<file path="config.mk">
export PLATFORM = sky130hd
export DESIGN_NAME = instr_encoder_loader
export DESIGN_NICKNAME = d
export VERILOG_FILES = /design/src/rtl/instr_encoder_loader_pkg.sv /design/src/rtl/instr_encoder_loader_sync_fifo.sv /design/src/rtl/instr_encoder_loader.sv
export SDC_FILE = /design/constraint.sdc
export NUM_CORES = 1
export LEC_CHECK = 0
export CORE_MARGIN = 2
export CORE_UTILIZATION = 60
export CTS_BUF_LIST = sky130_fd_sc_hd__clkbuf_4
export CTS_CLUSTER_SIZE = 8
export DETAILED_ROUTE_END_ITERATION = 8
export PLACE_DENSITY = 0.95
export REMOVE_ABC_BUFFERS = 1
export SLEW_MARGIN = 20
export SYNTH_ARGS = -nofsm -noshare
export SYNTH_HDL_FRONTEND = slang
export SYNTH_SLANG_ARGS = --single-unit
export TNS_END_PERCENT = 20
</file>
<file path="constraint.sdc">
create_clock -name clk -period 3.4 [get_ports clk]
set_input_delay 0.34 -clock clk [delete_from_list [all_inputs] [get_ports clk]]
set_output_delay 0.34 -clock clk [all_outputs]
set_load 0.01 [all_outputs]
</file>
<file path="src/rtl/instr_encoder_loader_pkg.sv">
// instr_encoder_loader_pkg: op classes, MIPS opcode/funct constants, FSM states and the encoder.
package instr_encoder_loader_pkg;

    typedef enum logic [3:0] {
        OP_ADD = 4'd0,
        OP_SUB = 4'd1,
        OP_AND = 4'd2,
        OP_OR  = 4'd3,
        OP_SLT = 4'd4,
        OP_BEQ = 4'd5,
        OP_LW  = 4'd6,
        OP_SW  = 4'd7
    } op_e;

    typedef enum logic [2:0] {
        S_IDLE,
        S_LOAD,
        S_DRAIN,
        S_PAD,
        S_DONE
    } state_e;

    localparam logic [5:0] OPC_RTYPE = 6'h00;
    localparam logic [5:0] OPC_BEQ   = 6'h04;
    localparam logic [5:0] OPC_LW    = 6'h23;
    localparam logic [5:0] OPC_SW    = 6'h2B;

    localparam logic [5:0] FN_ADD = 6'h20;
    localparam logic [5:0] FN_SUB = 6'h22;
    localparam logic [5:0] FN_AND = 6'h24;
    localparam logic [5:0] FN_OR  = 6'h25;
    localparam logic [5:0] FN_SLT = 6'h2A;

    function automatic logic [31:0] encode(input op_e op, input logic [4:0] rs, input logic [4:0] rt,
                                           input logic [4:0] rd, input logic [15:0] imm);
        logic [5:0] funct;
        funct = op == OP_ADD ? FN_ADD :
                op == OP_SUB ? FN_SUB :
                op == OP_AND ? FN_AND :
                op == OP_OR  ? FN_OR  : FN_SLT;
        return op == OP_BEQ ? {OPC_BEQ, rs, rt, imm} :
               op == OP_LW  ? {OPC_LW, rs, rt, imm} :
               op == OP_SW  ? {OPC_SW, rs, rt, imm} :
                              {OPC_RTYPE, rs, rt, rd, 5'd0, funct};
    endfunction

endpackage

</file>
<file path="src/rtl/instr_encoder_loader_sync_fifo.sv">
// sync_fifo: power-of-2 depth FIFO with registered full/empty and simultaneous push/pop.
module sync_fifo #(
    parameter int WIDTH = 32,
    parameter int DEPTH = 4
) (
    input  logic             clk,
    input  logic             rst_n,
    input  logic             push_i,
    input  logic [WIDTH-1:0] din_i,
    input  logic             pop_i,
    output logic [WIDTH-1:0] dout_o,
    output logic             full_o,
    output logic             empty_o
);
    localparam int AW = $clog2(DEPTH);

    logic [WIDTH-1:0] mem_q [DEPTH];
    logic [AW-1:0]    wp_q, rp_q;
    logic [AW:0]      cnt_q, cnt_d;
    logic             full_q, empty_q, do_push, do_pop;

    assign do_push = push_i && !full_q;
    assign do_pop  = pop_i && !empty_q;
    assign cnt_d   = cnt_q + (AW+1)'(do_push) - (AW+1)'(do_pop);
    assign dout_o  = mem_q[rp_q];
    assign full_o  = full_q;
    assign empty_o = empty_q;

    always_ff @(posedge clk or negedge rst_n) begin
        if (!rst_n) begin
            wp_q    <= '0;
            rp_q    <= '0;
            cnt_q   <= '0;
            full_q  <= 1'b0;
            empty_q <= 1'b1;
        end else begin
            wp_q    <= do_push ? wp_q + 1'b1 : wp_q;
            rp_q    <= do_pop ? rp_q + 1'b1 : rp_q;
            cnt_q   <= cnt_d;
            full_q  <= cnt_d == (AW+1)'(DEPTH);
            empty_q <= cnt_d == '0;
        end
    end

    always_ff @(posedge clk) begin
        if (do_push) mem_q[wp_q] <= din_i;
    end

endmodule

</file>
<file path="src/rtl/instr_encoder_loader.sv">
// instr_encoder_loader: encodes symbolic MIPS ops and streams them into instruction memory.
// Define NOP_PAD_EN to append NOP_PAD zero words after the last real instruction.
module instr_encoder_loader
    import instr_encoder_loader_pkg::*;
#(
    parameter int ADDR_W     = 8,
    parameter int FIFO_DEPTH = 4,
    parameter int BASE_ADDR  = 0,
    parameter int NOP_PAD    = 4
) (
    input  logic              clk,
    input  logic              rst_n,
    input  logic              start,
    input  logic              in_valid,
    output logic              in_ready,
    input  logic [3:0]        in_op,
    input  logic [4:0]        in_rs,
    input  logic [4:0]        in_rt,
    input  logic [4:0]        in_rd,
    input  logic [15:0]       in_imm,
    input  logic              in_last,
    output logic              imem_we,
    input  logic              imem_ready,
    output logic [ADDR_W-1:0] imem_addr,
    output logic [31:0]       imem_wdata,
    output logic              busy,
    output logic              done,
    output logic [ADDR_W:0]   instr_count,
    output logic              illegal_err,
    output logic              wrap_err
);
    localparam logic [ADDR_W:0] CNT_MAX = {1'b1, {ADDR_W{1'b0}}};

    state_e            state_q, state_d;
    logic [ADDR_W-1:0] addr_q, addr_d;
    logic [ADDR_W:0]   cnt_q, cnt_d;
    logic              ill_q, ill_d, wrap_q, wrap_d;
    logic              fifo_full, fifo_empty, fifo_we, pad_we, accept, push, fire;
    logic [31:0]       head;

    sync_fifo #(.WIDTH(32), .DEPTH(FIFO_DEPTH)) u_fifo (
        .clk     (clk),
        .rst_n   (rst_n),
        .push_i  (push),
        .din_i   (encode(op_e'(in_op), in_rs, in_rt, in_rd, in_imm)),
        .pop_i   (fifo_we && imem_ready),
        .dout_o  (head),
        .full_o  (fifo_full),
        .empty_o (fifo_empty)
    );

    assign in_ready    = state_q == S_LOAD && !fifo_full;
    assign accept      = in_valid && in_ready;
    assign push        = accept && !in_op[3];
    assign fifo_we     = !fifo_empty && (state_q == S_LOAD || state_q == S_DRAIN);
    assign pad_we      = state_q == S_PAD;
    assign imem_we     = fifo_we || pad_we;
    assign fire        = imem_we && imem_ready;
    assign imem_wdata  = fifo_we ? head : 32'h0;
    assign imem_addr   = addr_q;
    assign busy        = state_q == S_LOAD || state_q == S_DRAIN || state_q == S_PAD;
    assign done        = state_q == S_DONE;
    assign instr_count = cnt_q;
    assign illegal_err = ill_q;
    assign wrap_err    = wrap_q;

`ifdef NOP_PAD_EN
    localparam int PAD_W = $clog2(NOP_PAD + 1);
    logic [PAD_W-1:0] pad_q, pad_d;
    logic             pad_last;
    assign pad_last = pad_q == PAD_W'(NOP_PAD - 1);
    assign pad_d    = !pad_we ? '0 : fire ? pad_q + 1'b1 : pad_q;
    always_ff @(posedge clk or negedge rst_n) begin
        if (!rst_n) pad_q <= '0;
        else pad_q <= pad_d;
    end
`else
    logic pad_last;
    assign pad_last = 1'b1;
`endif

    always_comb begin
        state_d = state_q;
        addr_d  = addr_q;
        cnt_d   = cnt_q;
        ill_d   = ill_q;
        wrap_d  = wrap_q;
        if (start && (state_q == S_IDLE || state_q == S_DONE)) begin
            state_d = S_LOAD;
            addr_d  = ADDR_W'(BASE_ADDR);
            cnt_d   = '0;
            ill_d   = 1'b0;
            wrap_d  = 1'b0;
        end else begin
            ill_d = ill_q || (accept && in_op[3]);
            if (fire) begin
                addr_d = addr_q + 1'b1;
                wrap_d = wrap_q || &addr_q;
                cnt_d  = cnt_q == CNT_MAX ? cnt_q : cnt_q + 1'b1;
            end
            if (state_q == S_LOAD && accept && in_last) state_d = S_DRAIN;
`ifdef NOP_PAD_EN
            if (state_q == S_DRAIN && fifo_empty) state_d = S_PAD;
`else
            if (state_q == S_DRAIN && fifo_empty) state_d = S_DONE;
`endif
            if (pad_we && fire && pad_last) state_d = S_DONE;
        end
    end

    always_ff @(posedge clk or negedge rst_n) begin
        if (!rst_n) begin
            state_q <= S_IDLE;
            addr_q  <= ADDR_W'(BASE_ADDR);
            cnt_q   <= '0;
            ill_q   <= 1'b0;
            wrap_q  <= 1'b0;
        end else begin
            state_q <= state_d;
            addr_q  <= addr_d;
            cnt_q   <= cnt_d;
            ill_q   <= ill_d;
            wrap_q  <= wrap_d;
        end
    end

endmodule

</file>
==> results.md, run 1 <==
### GRT
* vias in the first global route: 3983
* global-route wire length before repair: 20200 um
* antenna violations before repair: 0
* Total Routing Usage GR: 0.239
* pin count of the biggest net entering global routing: 32
* sum of overflow across all layers after global routing: 0

### Setup path
* path type of the worst setup path: register to output port
* capturing instance or port of the critical path: imem_wdata[8]
* end of the worst register-to-register path: u_fifo.full_o$_DFF_PN0_
* worst-case register-to-register setup slack: 800 ps
* FF-to-FF Start: state_q[0]$_DFFE_PN0P_
* CP arrival: 2860 ps
* start point of the critical path: u_fifo.rp_q[0]$_DFFE_PN0P_
* maximum net fanout on the critical path: 19
* Startpoint Class: register
* nature of the critical path endpoint: output port
* Worst Path Required: 3060 ps
* Reg2Reg Depth: 8

### Floorplanning
* initial standard-cell utilization of the core: 0.615
* Horiz. Die Dim: 107 um
* io pins: 96
* placeable core area: 10300 um2
* area of the die: 11400 um2
* Rows: 37
* die span in y: 107 um

### Timing
* shortest clock period the worst path allows after layout: 3200 ps
* period utilisation layout: 0.941
* post-route clock skew: 17.2 ps
* Setup TNS: 0 ps
* post-route worst setup slack: 200 ps
* final setup fails: 0
* Slew Limit Fails: 0
* Rel. slew slack: 0.556
* worst hold slack across all endpoints: 199 ps
* number of hold violations in the final report: 0
* Max Fclk: 0.313 GHz
* slew at the pin closest to its max-slew limit: 666 ps
* setup repair after global routing missed its margin: no

### Synth
* register bit count reported by yosys: 147
* fraction of registers with async set/reset: 0.211
* top flip-flop cell by instance count after synthesis: edfxtp_1
* Area contributors post-synth: edfxtp_1 55%, dfrtp_1 12%, mux4_2 10%
* number of instances in the synthesized netlist: 393
* cell area after synthesis: 6320 um2
* Synth top area share: 0.551
* mean post-synth cell area: 16.1 um2
* Synth warnings: 0
* top cell type by total area after synthesis: edfxtp_1
* unique cell type count in the Yosys netlist: 44
* number of enable flip-flop cells after synthesis: 116
* sequential element share of the synthesized area: 0.674

### Route
* antenna-violating nets left: 0
* number of DRC violations after detailed-routing iteration 0: 259
* wire per inst: 19.4 um
* total number of vias: 3718
* total DRC errors in the routed layout: 0
* total wirelength of the detailed-routed design: 12500 um
* first-pass iteration count of the detailed router: 4
* drt via density: 5.78

### CTS
* Resized cells post-CTS: 0
* clk slew on worst S/H paths: 140 ps
* CTS max path bufs: 2
* source-to-sink clock delay at the later pin of the worst-skew pair: 510 ps
* Clock H-tree levels: 4
* Root Buffer: clkbuf_4
* hold buffer count at cts: 0
* number of clock buffers inserted by TritonCTS: 17
* buffers inserted during post-CTS setup optimization: 0
* TritonCTS clock tree: built
* number of sinks handled by clock tree synthesis: 147

### Power and ir drop
* static leakage: 2.57 nW
* IR drop worst, VDD: 0.000221 V
* Pwr Density: 404 nW/um2

### Cells and area
* Layout area overhead: 21.0%
* antenna cell count: 0
* most common cell after layout, fill and taps aside: edfxtp_1
* top library cells by usage in the layout, fill and taps aside: 116 x edfxtp_1, 94 x clkdlybuf4s50_1, 43 x and2_1
* ratio of cells with drive above 1 in the final layout: 0.168
* Total Nets Final: 545

### Place
* estimated wirelength of the detail-placed design: 8250 um
* worst setup slack after placement: 525 ps
* count of input and output buffers: 94
* GP Congestion: 0.864

### Outcome
* status: finished clean

### Run
* Max Cap Viol: 0

### Worst hold path
* type of the tightest min-delay check: primary input to async pin

## cell usage after synthesis (all sizes together) (2+ instances only)
| library cell | count |
|---|---|
| edfxtp | 116 |
| and2 | 43 |
| dfrtp | 30 |
| mux4 | 29 |
| nand2 | 15 |
| a21oi | 14 |
| buf | 14 |
| inv | 14 |
| nor2 | 12 |
| ha | 9 |
| nand3 | 9 |
| clkbuf | 8 |
| mux2 | 7 |
| o31ai | 7 |
| o21ai | 6 |
| nand4 | 5 |
| o211ai | 5 |
| or3 | 5 |
| or4 | 5 |
| xnor2 | 5 |
| mux2i | 4 |
| nor3b | 4 |
| nand2b | 3 |
| nor2b | 3 |
| nor3 | 3 |
| and3 | 2 |
| maj3 | 2 |
| nor4 | 2 |
| xor2 | 2 |
## sequential cells by signal, indices dropped and copies added, names as in the netlist
name            flops
illegal_err         1
u_fifo.full_o       1
u_fifo.cnt_q        3
wrap_err            1
u_fifo.mem_q      116
imem_addr           8
u_fifo.wp_q         2
instr_count         9
state_q             3
u_fifo.rp_q         2
u_fifo.empty_o      1
## logic make-up after synthesis
| kind of cell | synth area share |
|---|---|
| buf+inv | 0.0295 |
| other cells | 0.000593 |
| compound gates | 0.0370 |
| mux | 0.122 |
| simple gates | 0.103 |
| fa+ha+maj | 0.0243 |
| flops | 0.674 |
| xor+xnor | 0.00970 |
## final cells by class
class / count / area, um2
multi-input combinational: 210 / 1880
inverter: 14 / 52.6
tap: 136 / 170
clock buffer: 17 / 128
clock inverter: 15 / 141
sequential: 147 / 4260
timing repair buffer: 104 / 1020
fill: 643 / 2630
## critical path, stage by stage, from the launching register on
cell and delay (ps):
dfrtp_2 820, buf_4 330, mux4_2 540, and2_1 190
clkdlybuf4s50_1 470
## layer usage
metal	vias up	global-route usage	share of wire
met5	-	0	0
met4	0	0.0788	0.017
met3	20	0.0565	0.063
met2	160	0.409	0.52
met1	1831	0.304	0.40
li1	1707	-	-
## report_power, final
group / internal, mW / switching (mW)
clock: 0.428 / 0.588
combinational: 0.0728 / 0.0538
sequential: 1.94 / 0.00833
total: 2.44 / 0.650
## per-stage QoR
step | utilization | cell area (um2) | cells | total power [mW]
detailed placement | 0.718 | 7380 | 611 | 2.11
floorplan | - | 6190 | 371 | 2.03
CTS | 0.744 | 7650 | 643 | 3.12
global placement | 0.718 | 7380 | 611 | 2.11
finish | 0.744 | 7650 | 643 | 3.09
global route | 0.744 | 7650 | 643 | 3.20
## worst min-delay path by stage
stage	end	slack, ps	start
2_1_floorplan	illegal_err$_DFF_PN0_	40	rst_n
3_3_place_gp	u_fifo.rp_q[1]$_DFFE_PN0P_	460	u_fifo.rp_q[1]$_DFFE_PN0P_
3_5_place_dp	u_fifo.rp_q[1]$_DFFE_PN0P_	470	u_fifo.rp_q[1]$_DFFE_PN0P_
4_1_cts	instr_count[5]$_DFFE_PN0P_	180	rst_n
5_1_grt	instr_count[8]$_DFFE_PN0P_	190	rst_n
6_report	instr_count[1]$_DFFE_PN0P_	200	rst_n
No activity file was read; power rests on OpenSTA's default activity.
==> inputs of run 2 (changes only) <==
- CORE_MARGIN: 2 -> 1.5
- SLEW_MARGIN: 20 -> 0
==> run 2 against run 1 <==
Clock skew grew 0.58 ps. Clock-buffer cell count grew 2. Register-to-register slack lost 40 ps. Die area shrank 1.9%. Utilization grew 0.32 points. Largest cell class unchanged. Largest power group unchanged. Highest routed layer unchanged.
==> results.md, run 2 (same netlist as run 1, synthesis figures left out) <==
### Outcome
* status: finished clean, unchanged

### Floorplanning
* placeable core area: 10300 um2, unchanged
* Horiz. Die Dim: 106 um, was 107 um
* io pins: 96, unchanged
* area of the die: 11200 um2, was 11400 um2
* initial standard-cell utilization of the core: 0.615, unchanged
* die span in y: 106 um, was 107 um
* Rows: 37, unchanged

### Place
* post-placement cell count: 615, was 611
* estimated wirelength of the detail-placed design: 9070 um, was 8250 um
* count of input and output buffers: 94, unchanged
* GP Congestion: 0.790, was 0.864

### Cells and area
* top library cells by usage in the layout, fill and taps aside: 116 x edfxtp_1, 94 x clkdlybuf4s50_1, 43 x and2_1, unchanged
* most common cell after layout, fill and taps aside: edfxtp_1, unchanged
* Largest register FFs: 116, unchanged
* Layout area overhead: 21.5%, was 21.0%
* ratio of cells with drive above 1 in the final layout: 0.173, was 0.168
* antenna cell count: 0, unchanged
* number of fill cells in the layout: 602, was 643
* Biggest register: u_fifo.mem_q, unchanged
* Total Nets Final: 549, was 545
* final instance count without filler cells: 646, was 643

### Setup path
* CP arrival: 2830 ps, was 2860 ps
* start point of the critical path: u_fifo.rp_q[0]$_DFFE_PN0P_, unchanged
* slowest CP cell: dfrtp_2, unchanged
* WP buf/inv: 2, unchanged
* path type of the worst setup path: register to output port, unchanged
* nature of the critical path endpoint: output port, unchanged
* CP delay by family, top: buffers and inverters, was flip-flops
* Startpoint Class: register, unchanged
* maximum net fanout on the critical path: 16, was 19
* largest stage delay on the critical path: 730 ps, was 820 ps
* FF-to-FF Start: state_q[2]$_DFFE_PN0P_, was state_q[0]$_DFFE_PN0P_
* CP Cell Sequence: buf_4, mux4_2, and2_1, clkdlybuf4s50_1, unchanged
* Worst Path Required: 3060 ps, about the same

### Timing
* shortest clock period the worst path allows after layout: 3170 ps, was 3200 ps
* number of hold violations in the final report: 0, unchanged
* slew at the pin closest to its max-slew limit: 655 ps, was 666 ps
* period utilisation layout: 0.932, was 0.941
* final setup fails: 0, unchanged
* Max Fclk: 0.316 GHz, was 0.313 GHz
* setup repair after global routing missed its margin: no, unchanged
* Slew Limit Fails: 0, unchanged
* Setup TNS: 0 ps, unchanged
* post-route clock skew: 17.8 ps, was 17.2 ps
* Rel. slew slack: 0.559, was 0.556

### CTS
* Root Buffer: clkbuf_4, unchanged
* number of sinks handled by clock tree synthesis: 147, unchanged
* Clock H-tree levels: 4, unchanged
* buffers inserted during post-CTS setup optimization: 0, unchanged
* hold buffer count at cts: 0, unchanged
* clk slew on worst S/H paths: 130 ps, was 140 ps
* source-to-sink clock delay at the later pin of the worst-skew pair: 530 ps, was 510 ps
* number of clock buffers inserted by TritonCTS: 17, unchanged
* TritonCTS clock tree: built, unchanged
* CTS max path bufs: 2, unchanged
* Resized cells post-CTS: 0, unchanged

### Power and ir drop
* portion of total power attributed to sequential cells: 0.630, about the same
* clock network fraction of total power: 0.329, about the same
* logic gate share of total power: 0.042, was 0.041
* switching power: 642 uW, was 650 uW
* static leakage: 2.60 nW, was 2.57 nW
* internal power: 2.45 mW, was 2.44 mW
* IR drop worst, VDD: 0.000195 V, was 0.000221 V
* Pwr Density: 403 nW/um2, was 404 nW/um2
* Sw Ratio: 0.208, was 0.210

### GRT
* pin count of the biggest net entering global routing: 32, unchanged
* global-route wire length before repair: 21500 um, was 20200 um
* Total Routing Usage GR: 0.260, was 0.239
* vias in the first global route: 4048, was 3983
* sum of overflow across all layers after global routing: 0, unchanged
* antenna violations before repair: 0, unchanged

### Run
* Max Cap Viol: 0, unchanged

### Route
* total wirelength of the detailed-routed design: 13400 um, was 12500 um
* drt via density: 6.04, was 5.78
* first-pass iteration count of the detailed router: 5, was 4
* total DRC errors in the routed layout: 0, unchanged
* number of DRC violations after detailed-routing iteration 0: 207, was 259
* total number of vias: 3900, was 3718
* wire per inst: 20.7 um, was 19.4 um
* antenna-violating nets left: 0, unchanged

### Worst hold path
* type of the tightest min-delay check: primary input to async pin, unchanged

run 2: through the flow:
| step | hold WS (ps) | cell area, um2 | power, mW | util | worst slack (ps) |
|---|---|---|---|---|---|
| 6_report | 210 | 7680 | 3.09 | 0.748 | 232 |
| 5_1_grt | 228 | 7680 | 3.19 | 0.748 | 49.4 |
| 4_1_cts | 205 | 7680 | 3.10 | 0.748 | 165 |
| 3_5_place_dp | 467 | 7420 | 2.11 | 0.722 | 507 |
| 3_3_place_gp | 465 | 7420 | 2.11 | 0.722 | 714 |
| 2_1_floorplan | 44.4 | 6190 | 2.03 | - | 788 |
run 2: layout make-up:
cell class / instances / area, um2 / share of cell area
timing repair buffer: 108 / 1060 / 0.138
sequential: 147 / 4260 / 0.555
clock inverter: 12 / 116 / 0.0151
tap: 136 / 170 / 0.0221
inverter: 14 / 52.6 / 0.00684
clock buffer: 19 / 143 / 0.0186
multi-input combinational: 210 / 1880 / 0.245
run 2: path summary, 6_finish.rpt:
kind	end	slack (ps)	cells past startpoint
worst min-delay path	instr_count[5]$_DFFE_PN0P_	210	2
worst max register to register	u_fifo.full_o$_DFF_PN0_	760	6
max in group asynchronous	u_fifo.empty_o$_DFF_PN1_	2840	2
min in group clk	u_fifo.mem_q[1][25]$_DFFE_PP_	440	1
worst max-delay path	imem_wdata[26]	230	4
worst min register to register	wrap_err$_DFFE_PN0P_	490	2
run 2: layer usage:
| layer | track usage | vias to the layer above | part of all wire |
|---|---|---|---|
| li1 | - | 1713 | - |
| met2 | 0.445 | 176 | 0.52 |
| met4 | 0.102 | 0 | 0.031 |
| met5 | 0 | - | 0 |
| met3 | 0.0606 | 40 | 0.059 |
| met1 | 0.322 | 1971 | 0.39 |
run 2: power by group through the flow:
| stage | Combinational [mW] | Sequential [mW] | Clock (mW) |
|---|---|---|---|
| 2_1_floorplan | 0.0423 | 1.99 | 0 |
| 3_3_place_gp | 0.121 | 1.99 | 0 |
| 3_5_place_dp | 0.127 | 1.99 | 0 |
| 4_1_cts | 0.128 | 1.95 | 1.03 |
| 5_1_grt | 0.138 | 1.95 | 1.10 |
| 6_report | 0.128 | 1.95 | 1.02 |
